### src/rtl/chronos_arb_pkg.sv
// Shared types and constants for the fetch/data memory arbiter.
// Latency: n/a (declarations only).
// Backpressure: n/a (declarations only).
package chronos_arb_pkg;

    localparam int XLEN = 32;

    typedef enum logic [1:0] {
        IDLE  = 2'd0,
        ISSUE = 2'd1,
        WAIT  = 2'd2,
        RESP  = 2'd3
    } state_t;

    typedef enum logic {
        OWN_IF = 1'b0,
        OWN_D  = 1'b1
    } owner_t;

endpackage

### src/rtl/arb_grant.sv
// Grant select between fetch and data, with a starvation counter for fetch.
// Latency: combinational grant_if; the counter updates on the grant edge.
// Backpressure: none; only acts when grant_en is high (arbiter idle with a request).
// Ports: clk, rst (sync, active-low), if_req, d_req, grant_en -> grant_if.
module arb_grant
    import chronos_arb_pkg::*;
#(
    parameter int MAX_STARVE = 4
) (
    input  logic clk,
    input  logic rst,
    input  logic if_req,
    input  logic d_req,
    input  logic grant_en,
    output logic grant_if
);

    // One bit minimum so MAX_STARVE = 0 still gives a legal counter.
    localparam int CW = (MAX_STARVE < 1) ? 1 : $clog2(MAX_STARVE + 1);
    localparam logic [CW-1:0] CNT_MAX = CW'(MAX_STARVE);

    logic [CW-1:0] starve_cnt;

    // Data wins a tie unless fetch has been passed over MAX_STARVE times.
    assign grant_if = if_req && (!d_req || (starve_cnt == CNT_MAX));

    always_ff @(posedge clk) begin
        if (!rst) begin
            starve_cnt <= '0;
        end else if (grant_en) begin
            if (grant_if) begin
                starve_cnt <= '0;
            end else if (if_req && (starve_cnt != CNT_MAX)) begin
                starve_cnt <= starve_cnt + CW'(1);
            end
        end
    end

endmodule

### src/rtl/mem_arbiter.sv
// Shares one single-port memory between fetch (IF) and load/store (D), one transaction at a time.
// Latency: request at edge N -> mem_req in cycle N+1 -> valid no earlier than N+2; 3-cycle peak.
// Backpressure: requests are held until their valid pulse; the memory stalls via late mem_valid.
// Ports: clk, rst (sync, active-low); if_req/if_addr -> if_rdata/if_valid;
//        d_req/d_we/d_addr/d_wdata -> d_rdata/d_valid; mem_req/mem_we/mem_addr/mem_wdata,
//        mem_rdata/mem_valid; err (abort flag).
// Optional: define CHRONOS_ARB_TIMEOUT_EN to abort a WAIT after TIMEOUT cycles with err=1.
module mem_arbiter
    import chronos_arb_pkg::*;
#(
    parameter int AW         = XLEN,
    parameter int DW         = XLEN,
    parameter int MAX_STARVE = 4,
    parameter int TIMEOUT    = 16
) (
    input  logic          clk,
    input  logic          rst,
    input  logic          if_req,
    input  logic [AW-1:0] if_addr,
    output logic [DW-1:0] if_rdata,
    output logic          if_valid,
    input  logic          d_req,
    input  logic          d_we,
    input  logic [AW-1:0] d_addr,
    input  logic [DW-1:0] d_wdata,
    output logic [DW-1:0] d_rdata,
    output logic          d_valid,
    output logic          mem_req,
    output logic          mem_we,
    output logic [AW-1:0] mem_addr,
    output logic [DW-1:0] mem_wdata,
    input  logic [DW-1:0] mem_rdata,
    input  logic          mem_valid,
    output logic          err
);

    state_t        state_q, state_d;
    owner_t        owner_q;
    logic [AW-1:0] addr_q;
    logic          we_q;
    logic [DW-1:0] wdata_q;
    logic          mem_req_q;
    logic          if_valid_q, d_valid_q;
    logic [DW-1:0] if_rdata_q, d_rdata_q;
    logic          grant_en, grant_if;
    logic          load_resp;
    logic [DW-1:0] resp_data;

`ifdef CHRONOS_ARB_TIMEOUT_EN
    localparam int WCW = $clog2(TIMEOUT + 1);
    // Abort on the edge where the count would reach TIMEOUT, giving exactly TIMEOUT WAIT cycles.
    localparam logic [WCW-1:0] TO_LAST = WCW'(TIMEOUT - 1);
    logic [WCW-1:0] wait_cnt;
    logic           abort;
    logic           err_q;
`endif

    arb_grant #(
        .MAX_STARVE (MAX_STARVE)
    ) u_grant (
        .clk      (clk),
        .rst      (rst),
        .if_req   (if_req),
        .d_req    (d_req),
        .grant_en (grant_en),
        .grant_if (grant_if)
    );

    always_comb begin
        state_d   = state_q;
        grant_en  = 1'b0;
        load_resp = 1'b0;
        resp_data = mem_rdata;
`ifdef CHRONOS_ARB_TIMEOUT_EN
        abort     = 1'b0;
`endif
        case (state_q)
            IDLE: begin
                if (if_req || d_req) begin
                    grant_en = 1'b1;
                    state_d  = ISSUE;
                end
            end
            ISSUE: begin
                load_resp = mem_valid;
                state_d   = mem_valid ? RESP : WAIT;
            end
            WAIT: begin
                if (mem_valid) begin
                    load_resp = 1'b1;
                    state_d   = RESP;
                end
`ifdef CHRONOS_ARB_TIMEOUT_EN
                else if (wait_cnt == TO_LAST) begin
                    abort     = 1'b1;
                    load_resp = 1'b1;
                    resp_data = '0;
                    state_d   = RESP;
                end
`endif
            end
            RESP:    state_d = IDLE;
            default: state_d = IDLE;
        endcase
    end

    // Outputs are flops loaded from the next state, so they line up with the state they describe.
    always_ff @(posedge clk) begin
        if (!rst) begin
            state_q    <= IDLE;
            owner_q    <= OWN_IF;
            addr_q     <= '0;
            we_q       <= 1'b0;
            wdata_q    <= '0;
            mem_req_q  <= 1'b0;
            if_valid_q <= 1'b0;
            d_valid_q  <= 1'b0;
            if_rdata_q <= '0;
            d_rdata_q  <= '0;
        end else begin
            state_q    <= state_d;
            mem_req_q  <= (state_d == ISSUE);
            if_valid_q <= (state_d == RESP) && (owner_q == OWN_IF);
            d_valid_q  <= (state_d == RESP) && (owner_q == OWN_D);
            if (grant_en) begin
                owner_q <= grant_if ? OWN_IF : OWN_D;
                addr_q  <= grant_if ? if_addr : d_addr;
                we_q    <= grant_if ? 1'b0 : d_we;
                wdata_q <= grant_if ? '0 : d_wdata;
            end
            // Only the owner's rdata moves; the other side keeps its last value.
            if (load_resp) begin
                if (owner_q == OWN_IF) begin
                    if_rdata_q <= resp_data;
                end else begin
                    d_rdata_q <= resp_data;
                end
            end
        end
    end

`ifdef CHRONOS_ARB_TIMEOUT_EN
    always_ff @(posedge clk) begin
        if (!rst) begin
            wait_cnt <= '0;
            err_q    <= 1'b0;
        end else begin
            err_q <= abort;
            if (state_q == ISSUE) begin
                wait_cnt <= '0;
            end else if (state_q == WAIT) begin
                wait_cnt <= wait_cnt + WCW'(1);
            end
        end
    end
    assign err = err_q;
`else
    assign err = 1'b0;
`endif

    assign mem_req   = mem_req_q;
    assign mem_we    = we_q;
    assign mem_addr  = addr_q;
    assign mem_wdata = wdata_q;
    assign if_valid  = if_valid_q;
    assign d_valid   = d_valid_q;
    assign if_rdata  = if_rdata_q;
    assign d_rdata   = d_rdata_q;

endmodule
### config.mk
export PLATFORM = sky130hd
export DESIGN_NAME = mem_arbiter
export DESIGN_NICKNAME = d
export VERILOG_FILES = /design/src/rtl/chronos_arb_pkg.sv /design/src/rtl/arb_grant.sv /design/src/rtl/mem_arbiter.sv
export SDC_FILE = /design/constraint.sdc
export NUM_CORES = 1
export LEC_CHECK = 0
export ABC_CLOCK_PERIOD_IN_PS = 3150
export CORE_UTILIZATION = 43
export DETAILED_ROUTE_END_ITERATION = 7
export PLACE_DENSITY = 0.95
export SYNTH_ARGS = -nofsm -noshare
export SYNTH_HDL_FRONTEND = slang
export SYNTH_SLANG_ARGS = --single-unit
### constraint.sdc
create_clock -name clk -period 3.15 [get_ports clk]
set_clock_uncertainty 0.05 [all_clocks]
set_input_delay 0.4725 -clock clk [delete_from_list [all_inputs] [get_ports clk]]
set_output_delay 0.4725 -clock clk [all_outputs]
set_load 0.03 [all_outputs]
==> key figures, run 1 <==
Run status
  • Status: finished, final reports clean

Synthesis
  • Yosys warnings: 0
  • Synth top area cells: dfxtp_1, a21boi_1, nand2_1
  • Sequential-to-total area share from yosys stat: 52.03%
  • Flops & latches, synth: 138
  • Ys flop type: dfxtp_1
  • Post-synthesis cell count: 592
  • Yosys top cell area share: 52.03%
  • Syn avg cell area: 8.970 µm²
  • Netlist cell types: 38
  • Area leader, netlist: dfxtp_1
  • Post-synth EDFFs: 0
  • Syn_nets: 732
  • Fraction of registers with async set/reset: 0%
  • Mapped cell area: 0.005310 mm²

Power
  • Net Sw Frac: 35.89%
  • Seq pwr share: 34.5%
  • Power per cell area: 771.4 mW/mm²
  • Comb pwr share: 37.4%
  • Net Switching: 0.002360 W
  • Worst VDD drop: 436.3 µV
  • Clock power frac: 28.1%
  • Overall power: 0.006576 W
  • Int Pwr: 0.004216 W
  • Leak: 3.113 nW

Finish
  • Most frequent cells in the layout: clkdlybuf4s50_1, dfxtp_1, nand2_1
  • # fillers: 919
  • Post-layout net count: 975
  • Ant diodes: 0
  • Share of cells above drive strength 1: 5.896%
  • Commonest non-fill, non-tap cell in the layout: clkdlybuf4s50_1
  • Area Overhead vs Synth: 60.53%

Global routing
  • Initial antenna violation count: 0
  • GRT Total Usage: 25.18%
  • Largest net degree at the start of global routing: 65
  • First-pass GRT wire length: 25.48 mm
  • Global route overflow: 0
  • Number of global-route vias before repair: 5,281

Run
  • Max-cap violations: 0

STA
  • Max_slew headroom: 44.91%
  • Setup_tns: 0 ns
  • Final setup viols: 0
  • Final Hold Violating Endpoints: 0
  • Hold Slack: 0.3544 ns
  • Final period util: 68.10%
  • Max Transition Viols Final: 0
  • Fmax: 466.2 MHz
  • Final min period: 2.145 ns
  • Worst-margin pin slew: 0.8242 ns
  • RSZ-0062 raised after global routing: false

Clock tree
  • CTS max path bufs: 2
  • CTS tree: done
  • Clock Latency Late Sink: 0.40 ns
  • Total clock buffers created by CTS: 17
  • PostCTS Resize Cnt: 0
  • Post-CTS Setup Bufs: 0
  • Sink Count: 138
  • # hold bufs at CTS: 0
  • CTS root buf: clkbuf_16
  • CTS HTree Levels: 4
  • CTS clk-pin slew, worst paths: 0.06 ns

Worst setup path
  • Type of origin of the critical path: register
  • CP cell instances: inv_1 > ha_1 > and3b_1 > buf_4 > nand2_1 > a21boi_1
  • Critical path type: reg -> reg
  • CP max stage delay: 0.54 ns
  • R2R cell count: 6
  • CP Max Fanout: 18
  • Crit path capture type: register
  • Worst EP required: 3.42 ns
  • Slowest CP cell: and3b_1
  • Critical Path AT: 2.41 ns

Worst hold path
  • Worst Hold Class: in -> reg
  • Cell count of the worst hold path: 2

Drt
  • DRC: 0
  • Initial DRC Count: 438
  • DRT Pass-1 Iters: 6
  • Routed WL per cell: 16.39 µm
  • Via count: 5,350
  • Drt total wl: 16.31 mm
  • Antenna-violating nets left: 0
  • Vias per inst: 5.377

Place
  • Post-DP HPWL: 11.36 mm
  • GPL Wtd Cong: 0.7970
  • PortBufs: 265

Floorplan
  • Rows: 40
  • Chip width: 113.1 µm
  • Die H: 113.1 µm
  • Die area: 0.01280 mm²
  • Core Region: 0.01201 mm²
  • Initial Utilization: 44.21%
  • # IOs: 267
worst max-delay path, delay by kind of cell, from the launching register on:
kind,cells,cell delay [ns]
buf+inv,2,0.42
simple gates,2,0.62
fa+ha+maj,1,0.42
flops,1,0.37
compound gates,1,0.17
path summary, 6_finish.rpt:
check | startpoint | endpoint | slack, ns
hold / removal | rst | state_q[0] | 0.35
setup reg to reg | state_q[0] | if_rdata[11] | 1.00
hold reg to reg | d_rdata[3] | d_rdata[3] | 0.40
setup / recovery | state_q[0] | if_rdata[11] | 1.00
area by class of cell:
type                       instances  area [µm²]  share of cell area (%)
clock buffer                      21       460.4                   5.401
sequential                       138        2763                   32.41
inverter                           6       22.52                  0.2642
multi-input combinational        395        2261                   26.52
clock inverter                    11       96.34                   1.130
timing repair buffer             277        2738                   32.12
tap                              147       183.9                   2.158
power groups by stage:
stage | clock network, W | logic [W] | registers, W
after detailed placement | 0 | 0.00246 | 0.00229
after global placement | 0 | 0.00242 | 0.00228
after CTS | 0.00188 | 0.00247 | 0.00227
final | 0.00185 | 0.00246 | 0.00227
after floorplan | 0 | 0.000854 | 0.00289
after global routing | 0.00197 | 0.00262 | 0.00230
metal layers:
| layer | part of all wire (%) | GRT usage (%) | vias up |
|---|---|---|---|
| met5 | 0 | 0 | - |
| met4 | 3.8 | 11.58 | 0 |
| met1 | 39 | 27.83 | 2466 |
| li1 | - | - | 2553 |
| met2 | 49 | 44.13 | 280 |
| met3 | 8.2 | 7.874 | 51 |
stage by stage:
step,cells,cell area (µm²),utilization [%],worst slack (ns)
finish,995,8524,70.97,1.005
global route,995,8524,70.97,0.8323
CTS,995,8524,70.97,0.9981
detailed placement,963,7968,66.33,0.8359
global placement,963,7968,66.33,0.8776
floorplan,592,5310,-,1.601
cell usage after synthesis, types with 2 or more instances:
cell type,n
a21oi_1,32
ha_1,6
nand4_1,2
buf_6,3
buf_4,7
nand2_1,133
nor3b_1,2
nand3_1,2
buf_2,13
dfxtp_1,138
o21ai_0,30
clkbuf_1,30
a22o_1,32
a21boi_1,68
and2_1,2
a31oi_1,32
o21ai_1,35
inv_1,5
sequential cells by signal, indices dropped and copies added (netlist names):
signal              count
d_rdata                32
d_valid                 1
mem_we                  1
owner_q                 1
if_rdata               32
u_grant.starve_cnt      3
mem_wdata              32
state_q                 2
if_valid                1
mem_req                 1
mem_addr               32
logic make-up (layout without fill, tap and decap cells):
family,after synthesis,count (layout),synth area share (%)
compound gates,238,238,29.52
simple gates,150,150,11.57
flops,138,138,52.03
buf+inv,59,315,5.396
fa+ha+maj,6,6,1.414
other cells,1,1,0.07062
(Power assumes the default switching activity.)
==> run 2, diff against run 1 <==
ABC_CLOCK_PERIOD_IN_PS = 2100   (was 3150)
CORE_UTILIZATION = 40   (was 43)
PLACE_DENSITY = 0.91   (was 0.95)
clock period = 2.1 ns   (was 3.15 ns; I/O delays follow)
==> key figures, run 2 (synthesis gave the netlist of run 1 again) <==
STA
  • Max_slew headroom: 56.21% (+11 points)
  • Final setup viols: 0 (unchanged)
  • Final period util: 87.39%
  • Fmax: 544.9 MHz
  • Worst-margin pin slew: 0.6568 ns (-0.1674 ns)
  • Final min period: 1.835 ns
  • RSZ-0062 raised after global routing: false
  • Final Hold Violating Endpoints: 0 (unchanged)
  • Setup_tns: 0 ns (unchanged)
  • Max Transition Viols Final: 0 (unchanged)

Worst setup path
  • Crit path capture type: primary output
  • Buf/Inv on CP: 1 (-1)
  • Stages on worst setup path: 1 (-5)
  • Worst EP required: 1.74 ns (-1.68 ns)
  • Critical Path AT: 1.47 ns (-0.94 ns)
  • Critical path's top delay family: buffers and inverters
  • Slowest CP cell: clkdlybuf4s50_1
  • Type of origin of the critical path: register
  • CP cell instances: clkdlybuf4s50_1
  • R2R cell count: 5 (-1)
  • CP max stage delay: 0.70 ns (+0.16 ns)
  • CP Max Fanout: 2 (-16)
  • Critical path type: reg -> out

Global routing
  • GRT Total Usage: 23.47% (-1.7 points)
  • Global route overflow: 0 (unchanged)
  • First-pass GRT wire length: 24.50 mm (-3.9%)
  • Initial antenna violation count: 0 (unchanged)
  • Largest net degree at the start of global routing: 54 (-17%)
  • Number of global-route vias before repair: 4,950 (-6.3%)

Drt
  • M1 WL: 6.384 mm (+0.82%)
  • Met2 wire length: 8.193 mm (+2.1%)
  • Met3 WL: 1.443 mm (+8.5%)
  • Drt total wl: 16.37 mm (+0.37%)
  • Initial DRC Count: 414 (-5.5%)
  • DR top layer: met4
  • Via count: 5,374 (+0.45%)
  • Antenna-violating nets left: 0 (unchanged)
  • DRC: 0 (unchanged)
  • DRT Pass-1 Iters: 5 (-1)
  • Vias per inst: 5.248 (-2.4%)
  • Routed WL per cell: 15.99 µm (-2.5%)

Floorplan
  • Core Region: 0.01277 mm² (+6.3%)
  • Chip width: 117.2 µm (+3.6%)
  • Die area: 0.01374 mm² (+7.4%)
  • # IOs: 267 (unchanged)
  • Rows: 41 (+2.5%)
  • Die H: 117.2 µm (+3.6%)
  • Initial Utilization: 41.57% (-2.6 points)

Finish
  • Ant diodes: 0 (unchanged)
  • Area Overhead vs Synth: 65.01%
  • Post-layout net count: 979 (+0.41%)
  • Commonest non-fill, non-tap cell in the layout: clkdlybuf4s50_1
  • Share of cells above drive strength 1: 6.573% (+0.68 points)
  • Most frequent cells in the layout: clkdlybuf4s50_1, dfxtp_1, nand2_1

Power
  • Leak: 3.215 nW (+3.3%)
  • Power per cell area: 1196 mW/mm² (+55%)
  • Worst VDD drop: 692.7 µV (+59%)
  • Overall power: 0.01048 W (+59%)

Clock tree
  • PostCTS Resize Cnt: 0 (unchanged)
  • Sink Count: 138 (unchanged)
  • CTS HTree Levels: 4 (unchanged)
  • Total clock buffers created by CTS: 17 (unchanged)
  • Clock Latency Late Sink: 0.41 ns (about the same)
  • # hold bufs at CTS: 0 (unchanged)
  • CTS clk-pin slew, worst paths: 0.06 ns (about the same)
  • CTS tree: done
  • CTS root buf: clkbuf_16
  • Post-CTS Setup Bufs: 0 (unchanged)
  • CTS max path bufs: 2 (unchanged)

Worst hold path
  • Cell count of the worst hold path: 2 (unchanged)
  • Worst Hold Class: in -> reg

Run status
  • Status: finished, final reports clean

Place
  • PortBufs: 265 (unchanged)
  • GPL Wtd Cong: 0.7889 (-1.0%)
  • Post-DP HPWL: 10.91 mm (-3.9%)

Run
  • Max-cap violations: 0 (unchanged)
[run 2: cell types whose count changed in the layout (fill, tap and decap cells not counted)]
| cell | change |
|---|---|
| clkbuf_8 | -1 |
| bufinv_16 | +4 |
| clkinv_2 | -2 |
| buf_4 | -2 |
| clkinv_4 | +4 |
| clkinvlp_4 | -3 |
| buf_12 | +6 |
| clkbuf_1 | -2 |
[run 2: routing by layer]
layer | vias up | track usage (%)
li1 | 2569 | -
met1 | 2517 | 25.34
met5 | - | 0
met4 | 0 | 9.283
met3 | 32 | 9.063
met2 | 256 | 41.22
[run 2: metrics by stage]
stage	area [µm²]	util, %	setup slack (ns)	hold WS [ns]	cells
floorplan	5310	-	0.5509	0.3975	592
global placement	8104	63.44	0.1303	0.3895	992
detailed placement	8104	63.44	0.03126	0.3942	992
CTS	8762	68.60	0.2385	0.1649	1024
global route	8762	68.60	0.1814	0.1799	1024
finish	8762	68.60	0.2649	0.1778	1024
[run 2: cell type report]
| type | instances | area, µm² |
|---|---|---|
| multi-input cells | 395 | 2261 |
| repair buffers | 281 | 2843 |
| inverters | 6 | 22.52 |
| clock inverters | 14 | 219.0 |
| clock buffers | 18 | 439.2 |
| flip-flops and latches | 138 | 2763 |
| fillers | 945 | 4011 |
| well taps | 172 | 215.2 |
[run 2: worst paths after layout]
check                        start            to  slack [ns]
min                            rst    state_q[1]        0.18
max reg2reg  u_grant.starve_cnt[0]  mem_addr[20]        0.31
min reg2reg            if_rdata[8]   if_rdata[8]        0.40
max                    d_rdata[23]   d_rdata[23]        0.26
[run 2: power by group]
part,internal [W],total [W],switching (W)
clock network,0.00214,0.00330,0.00116
registers,0.00312,0.00339,0.000268
logic,0.00160,0.00379,0.00219
total,0.00686,0.0105,0.00362
